File: src/rtl/wb_pkg.sv
// Shared types and constants for the Wishbone bus arbiter slice.
// Imported by the arbiter top and its timeout counter.
package wb_pkg;

    typedef enum logic [1:0] {
        IDLE   = 2'd0,
        GRANT0 = 2'd1,
        GRANT1 = 2'd2
    } arb_state_t;

    localparam int WB_DEFAULT_TIMEOUT = 1024;
    localparam int WB_AW = 32;
    localparam int WB_DW = 32;

    typedef struct packed {
        logic               cyc;
        logic               stb;
        logic               we;
        logic [WB_DW/8-1:0] wstrb;
        logic [WB_AW-1:0]   addr;
        logic [WB_DW-1:0]   data;
    } wb_req_t;

    typedef struct packed {
        logic [WB_DW-1:0] data;
        logic             ack;
        logic             err;
    } wb_rsp_t;

endpackage

File: src/rtl/wb_timeout_counter.sv
// Per-transaction watchdog: counts strobed cycles without ack and
// flags when the granted access has waited its full budget.
module wb_timeout_counter
    import wb_pkg::*;
#(
    parameter int TIMEOUT_CYCLES = WB_DEFAULT_TIMEOUT,
    parameter int TIMEOUT_CW     = $clog2(TIMEOUT_CYCLES + 1)
) (
    input  logic clk,
    input  logic rst_n,
    input  logic clr,
    input  logic inc,
    output logic expired
);

    localparam int CW = (TIMEOUT_CW < 1) ? 1 : TIMEOUT_CW;
    localparam int LAST_I = (TIMEOUT_CYCLES > 0) ? TIMEOUT_CYCLES - 1 : 0;
    localparam logic [CW-1:0] LAST = CW'(LAST_I);

    logic [CW-1:0] cnt;

    always_ff @(posedge clk or negedge rst_n) begin
        if (!rst_n) begin
            cnt <= '0;
        end else if (clr) begin
            cnt <= '0;
        end else if (inc && cnt != LAST) begin
            cnt <= cnt + CW'(1);
        end
    end

    // A zero budget disables the watchdog entirely.
    assign expired = (TIMEOUT_CYCLES != 0) && (cnt == LAST);

endmodule

File: src/rtl/wb_bus_arbiter.sv
// 2:1 round-robin Wishbone-classic arbiter sharing one core bus
// between the instruction (m0) and data (m1) masters.
module wb_bus_arbiter
    import wb_pkg::*;
#(
    parameter int ADDR_WIDTH     = 32,
    parameter int DATA_WIDTH     = 32,
    parameter int TIMEOUT_CYCLES = WB_DEFAULT_TIMEOUT,
    parameter int TIMEOUT_CW     = $clog2(TIMEOUT_CYCLES + 1)
) (
    input  logic                    sys_clk,
    input  logic                    rst_n,

    input  logic                    m0_cyc_i,
    input  logic                    m0_stb_i,
    input  logic                    m0_we_i,
    input  logic [DATA_WIDTH/8-1:0] m0_wstrb_i,
    input  logic [ADDR_WIDTH-1:0]   m0_addr_i,
    input  logic [DATA_WIDTH-1:0]   m0_data_i,
    output logic [DATA_WIDTH-1:0]   m0_data_o,
    output logic                    m0_ack_o,
    output logic                    m0_err_o,

    input  logic                    m1_cyc_i,
    input  logic                    m1_stb_i,
    input  logic                    m1_we_i,
    input  logic [DATA_WIDTH/8-1:0] m1_wstrb_i,
    input  logic [ADDR_WIDTH-1:0]   m1_addr_i,
    input  logic [DATA_WIDTH-1:0]   m1_data_i,
    output logic [DATA_WIDTH-1:0]   m1_data_o,
    output logic                    m1_ack_o,
    output logic                    m1_err_o,

    output logic                    s_cyc_o,
    output logic                    s_stb_o,
    output logic                    s_we_o,
    output logic [DATA_WIDTH/8-1:0] s_wstrb_o,
    output logic [ADDR_WIDTH-1:0]   s_addr_o,
    output logic [DATA_WIDTH-1:0]   s_data_o,
    input  logic [DATA_WIDTH-1:0]   s_data_i,
    input  logic                    s_ack_i,

    output logic [1:0]              grant_o
);

    arb_state_t state;
    logic       prio;
    logic       req0, req1;
    logic       g0, g1;
    logic       ack_fwd, tmo, expired;
    logic       cnt_clr, cnt_inc;

    assign req0 = m0_cyc_i & m0_stb_i;
    assign req1 = m1_cyc_i & m1_stb_i;
    assign g0   = (state == GRANT0);
    assign g1   = (state == GRANT1);

    always_comb begin
        s_cyc_o   = 1'b0;
        s_stb_o   = 1'b0;
        s_we_o    = 1'b0;
        s_wstrb_o = '0;
        s_addr_o  = '0;
        s_data_o  = '0;
        unique case (1'b1)
            g0: begin
                s_cyc_o   = m0_cyc_i;
                s_stb_o   = m0_stb_i;
                s_we_o    = m0_we_i;
                s_wstrb_o = m0_wstrb_i;
                s_addr_o  = m0_addr_i;
                s_data_o  = m0_data_i;
            end
            g1: begin
                s_cyc_o   = m1_cyc_i;
                s_stb_o   = m1_stb_i;
                s_we_o    = m1_we_i;
                s_wstrb_o = m1_wstrb_i;
                s_addr_o  = m1_addr_i;
                s_data_o  = m1_data_i;
            end
            default: ;
        endcase
    end

    // A master that dropped cyc never sees a late ack or err.
    assign ack_fwd = s_cyc_o & s_ack_i;
    assign tmo     = s_cyc_o & ~s_ack_i & expired;

    assign m0_ack_o  = g0 & ack_fwd;
    assign m1_ack_o  = g1 & ack_fwd;
    assign m0_err_o  = g0 & tmo;
    assign m1_err_o  = g1 & tmo;
    assign m0_data_o = s_data_i;
    assign m1_data_o = s_data_i;
    assign grant_o   = {g1, g0};

    assign cnt_clr = ~(g0 | g1) | s_ack_i | tmo;
    assign cnt_inc = (g0 | g1) & s_stb_o & ~s_ack_i;

    wb_timeout_counter #(
        .TIMEOUT_CYCLES (TIMEOUT_CYCLES),
        .TIMEOUT_CW     (TIMEOUT_CW)
    ) u_tmo (
        .clk     (sys_clk),
        .rst_n   (rst_n),
        .clr     (cnt_clr),
        .inc     (cnt_inc),
        .expired (expired)
    );

    // prio=0 favours m0 when both request from IDLE.
    always_ff @(posedge sys_clk or negedge rst_n) begin
        if (!rst_n) begin
            state <= IDLE;
            prio  <= 1'b0;
        end else begin
            unique case (state)
                IDLE: begin
                    if (req0 && (!req1 || !prio)) begin
                        state <= GRANT0;
                    end else if (req1) begin
                        state <= GRANT1;
                    end
                end
                GRANT0: begin
                    if (!m0_cyc_i) begin
                        state <= IDLE;
                    end else if (s_ack_i) begin
                        prio  <= 1'b1;
                        state <= req1 ? GRANT1 : (req0 ? GRANT0 : IDLE);
                    end else if (tmo) begin
                        prio  <= 1'b1;
                        state <= IDLE;
                    end
                end
                GRANT1: begin
                    if (!m1_cyc_i) begin
                        state <= IDLE;
                    end else if (s_ack_i) begin
                        prio  <= 1'b0;
                        state <= req0 ? GRANT0 : (req1 ? GRANT1 : IDLE);
                    end else if (tmo) begin
                        prio  <= 1'b0;
                        state <= IDLE;
                    end
                end
                default: state <= IDLE;
            endcase
        end
    end

endmodule

File: config.mk
export PLATFORM = sky130hd
export DESIGN_NAME = wb_bus_arbiter
export DESIGN_NICKNAME = d
export VERILOG_FILES = /design/src/rtl/wb_pkg.sv /design/src/rtl/wb_timeout_counter.sv /design/src/rtl/wb_bus_arbiter.sv
export SDC_FILE = /design/constraint.sdc
export NUM_CORES = 1
export LEC_CHECK = 0
export ABC_AREA = 1
export CELL_PAD_IN_SITES_DETAIL_PLACEMENT = 0
export CELL_PAD_IN_SITES_GLOBAL_PLACEMENT = 1
export CORE_MARGIN = 2
export CORE_UTILIZATION = 15
export CTS_CLUSTER_SIZE = 16
export DETAILED_ROUTE_END_ITERATION = 8
export GPL_TIMING_DRIVEN = 0
export PLACE_DENSITY = 0.93
export RECOVER_POWER = 50
export SYNTH_ARGS = -nofsm -noshare
export SYNTH_HDL_FRONTEND = slang
export SYNTH_SLANG_ARGS = --single-unit
File: constraint.sdc
create_clock -name sys_clk -period 2.19 [get_ports sys_clk]
set_input_delay 0.438 -clock sys_clk [delete_from_list [all_inputs] [get_ports sys_clk]]
set_output_delay 0.438 -clock sys_clk [all_outputs]
set_load 0.02 [all_outputs]
==> run_results.csv <==
group,metric,value,unit
final_layout,syn_to_final_growth,137,%
synthesis,syn_inst,474,
critical_path,critPathLaunchType,"flop",
floorplanning,start_util,15.2,%
timing,max_freq,457,MHz
floorplanning,row_count,48,
critical_path,worst-setup-path-type,"flop to output pin",
global_route,grt_pass1_wl,20100,um
floorplanning,die_w,135,um
timing,setup_tns,0,ns
cts,clockBufferDepth,2,
final_layout,final_cell_mix,"nand2_1 (196), clkdlybuf4s50_1 (154), buf_4 (117)",
placed_design,gp_congestion,0.783,
critical_path,crit_required,1.75,ns
power_and_ir_drop,clock_power_share,6.7,%
timing,fin_skew,0.00170,ns
cts,cts_tree,"done",
cts,cts_made_buffers,3,
timing,grt_setup_unrepaired,"yes",
placed_design,place_ws,-0.814,ns
timing,hold_viol_final,0,
synthesis,yosys.area.top_type,"nand2_1",
final_layout,mostFrequentLayoutCell,"nand2_1",
power_and_ir_drop,combPwrFrac,86.8,%
synthesis,synth.area.top_cells,"nand2_1 (29%), buf_4 (20%), a21oi_1 (14%)",
power_and_ir_drop,p_per_area,817,nW/um2
detailed_routing,drc,0,
detailed_routing,via_per_inst,3.91,
outcome,status,"finished clean",
placed_design,port_buffers,285,
timing,setup_viol,0,
critical_path,cp.arrival,1.75,ns
global_route,gr-usage-all-layers,13.7,%
final_layout,nFillCells,1837,
detailed_routing,drt_iter0_drc,122,
critical_path,endpoint_kind,"output pin",
timing,slew_violations,0,
cts,htree_levels,1,
cts,clock-root-buffer,"clkbuf_16",
min_path,hold_path.class,"flop to flop",
detailed_routing,ant_nets,0,
synthesis,ys_ff_latch,14,
power_and_ir_drop,p_sw,2580,uW
critical_path,cp_max_fo,10,
final_layout,regArea,353,um2
final_layout,final_nets,963,
power_and_ir_drop,swShare,51.5,%
synthesis,ys_seq_area_share,13.5,%
power_and_ir_drop,sequentialPowerShare,6.5,%
synthesis,synth_cell_types,23,
synthesis,avgSynthCellArea,5.46,um2
synthesis,synth_top_area_share,29.4,%
power_and_ir_drop,p_int,2430,uW
global_route,antenna_found_initial,0,
global_route,grt.overflow.total,0,
detailed_routing,wl,13800,um
floorplanning,die_area,18300,um2
floorplanning,core-area,17100,um2
detailed_routing,drtPass1Iterations,4,
detailed_routing,vias,3927,
power_and_ir_drop,leakage,0.00272,uW
timing,setup_ws,0.000172,ns
global_route,grt_max_degree,15,
timing,relSlewSlack,54.3,%
power_and_ir_drop,power,5010,uW
final_layout,antenna_cells,0,
synthesis,synthesis.nets,656,
placed_design,dp.final_hpwl,11400,um
timing,finalCritPeriodShare,100,%
synthesis,yosysWarningCount,0,
cts,cts.sinks,14,
final_layout,drive_gt1_share,30.8,%
power_and_ir_drop,vdd_drop_max,0.377,mV
detailed_routing,avgRoutedWirePerCell,13.8,um
cts,clock_latency,0.24,ns
floorplanning,die_h,135,um
cts,clk_pin_slew,0.04,ns
timing,min_period,2.19,ns
floorplanning,num_io_pins,318,
run,maxCapViolCount,0,
cts,cts_hold_buffers,0,
synthesis,syn_area,2590,um2
final_layout,multiInputGateArea,1710,um2
global_route,first_global_vias,3736,
timing,worstMarginPinSlew,0.683,ns
==> routing by layer <==
layer  up-vias  wire [um]  track usage, %
met5         -          0               0
met4         0         43           0.463
met3         4        679            2.10
met2       144       7520            26.7
met1      1748       5560            16.7
li1       2031          -               -
==> power by group through the flow <==
stage | registers [uW] | clock network [uW] | logic [uW]
global placement | 317 | 0 | 3730
detailed placement | 318 | 0 | 3730
finish | 324 | 336 | 4350
global route | 329 | 360 | 4670
CTS | 322 | 341 | 3940
floorplan | 311 | 0 | 1960
==> path summary, 6_finish.rpt <==
path                                      startpoint                        to  slack [ns]  cells after the start
worst min-delay path                prio$_DFFE_PN0P_          prio$_DFFE_PN0P_        0.47                      2
worst min register to register      prio$_DFFE_PN0P_          prio$_DFFE_PN0P_        0.47                      2
worst max register to register  state[1]$_DFFE_PN0P_      state[0]$_DFFE_PN0P_        0.44                     13
max in group asynchronous                      rst_n      state[1]$_DFFE_PN0P_        1.03                      1
min in group asynchronous                      rst_n  u_tmo.cnt[2]$_DFFE_PN0P_        0.68                      1
worst max-delay path            state[1]$_DFFE_PN0P_               s_addr_o[3]      0.0002                      8
==> kinds of logic (layout without fill, tap and decap cells) <==
| group | Yosys count | after routing | share of synthesized area, % |
|---|---|---|---|
| compound gates | 76 | 76 | 14.7 |
| xor+xnor | 2 | 2 | 0.677 |
| fa+ha+maj | 5 | 5 | 2.42 |
| buf+inv | 120 | 425 | 27.8 |
| flops | 14 | 14 | 13.5 |
| simple gates | 257 | 257 | 40.9 |
==> worst max-delay path: stages (launching register included) <==
cell,delay (ns)
dfrtp_2,0.44
inv_4,0.10
ha_4,0.15
buf_12,0.14
buf_12,0.13
buf_8,0.13
nand2_1,0.09
a21oi_2,0.16
buf_4,0.16
==> synthesized netlist by cell type <==
library cell,instances
nand3_1,18
buf_2,5
o21ai_1,1
nor2_2,1
nor3_1,2
buf_4,68
inv_1,29
nand3_4,1
clkbuf_1,16
xor2_1,2
nand2_2,1
dfrtp_1,14
nand2_1,203
a21oi_1,73
nand3b_1,1
nor2_4,5
nand4_1,1
inv_2,1
nand3_2,1
ha_1,5
buf_6,1
o21ai_0,2
nor2_1,23
==> layout make-up <==
cell class / instances / area share (%)
plain buffers: 90 / 13.0
clock buffers: 3 / 1.22
inverters: 30 / 1.92
multi-input cells: 340 / 27.9
flip-flops and latches: 14 / 5.76
well taps: 225 / 4.59
repair buffers: 302 / 45.6
==> per-stage QoR <==
step                      util [%]  area [um2]  hold WS (ns)  cells
after floorplan                  -        2590         0.142    474
after global placement        33.6        5720         0.462    984
after detailed placement      33.6        5720         0.470    984
after CTS                     34.3        5850         0.481    996
after global routing          35.9        6130         0.555   1004
final                         35.9        6130         0.472   1004
==> flip-flops by register name, summed over array words and instances, names as in the netlist <==
| signal | cells |
|---|---|
| u_tmo.cnt | 11 |
| state | 2 |
| prio | 1 |
==> timing repair <==
action,CTS,global route
gates cloned,1,1
pin swaps,3,10
endpoints found under the setup margin,75,69
gates resized for setup,388,98
setup buffers,8,7
No activity file was read; power rests on OpenSTA's default activity.
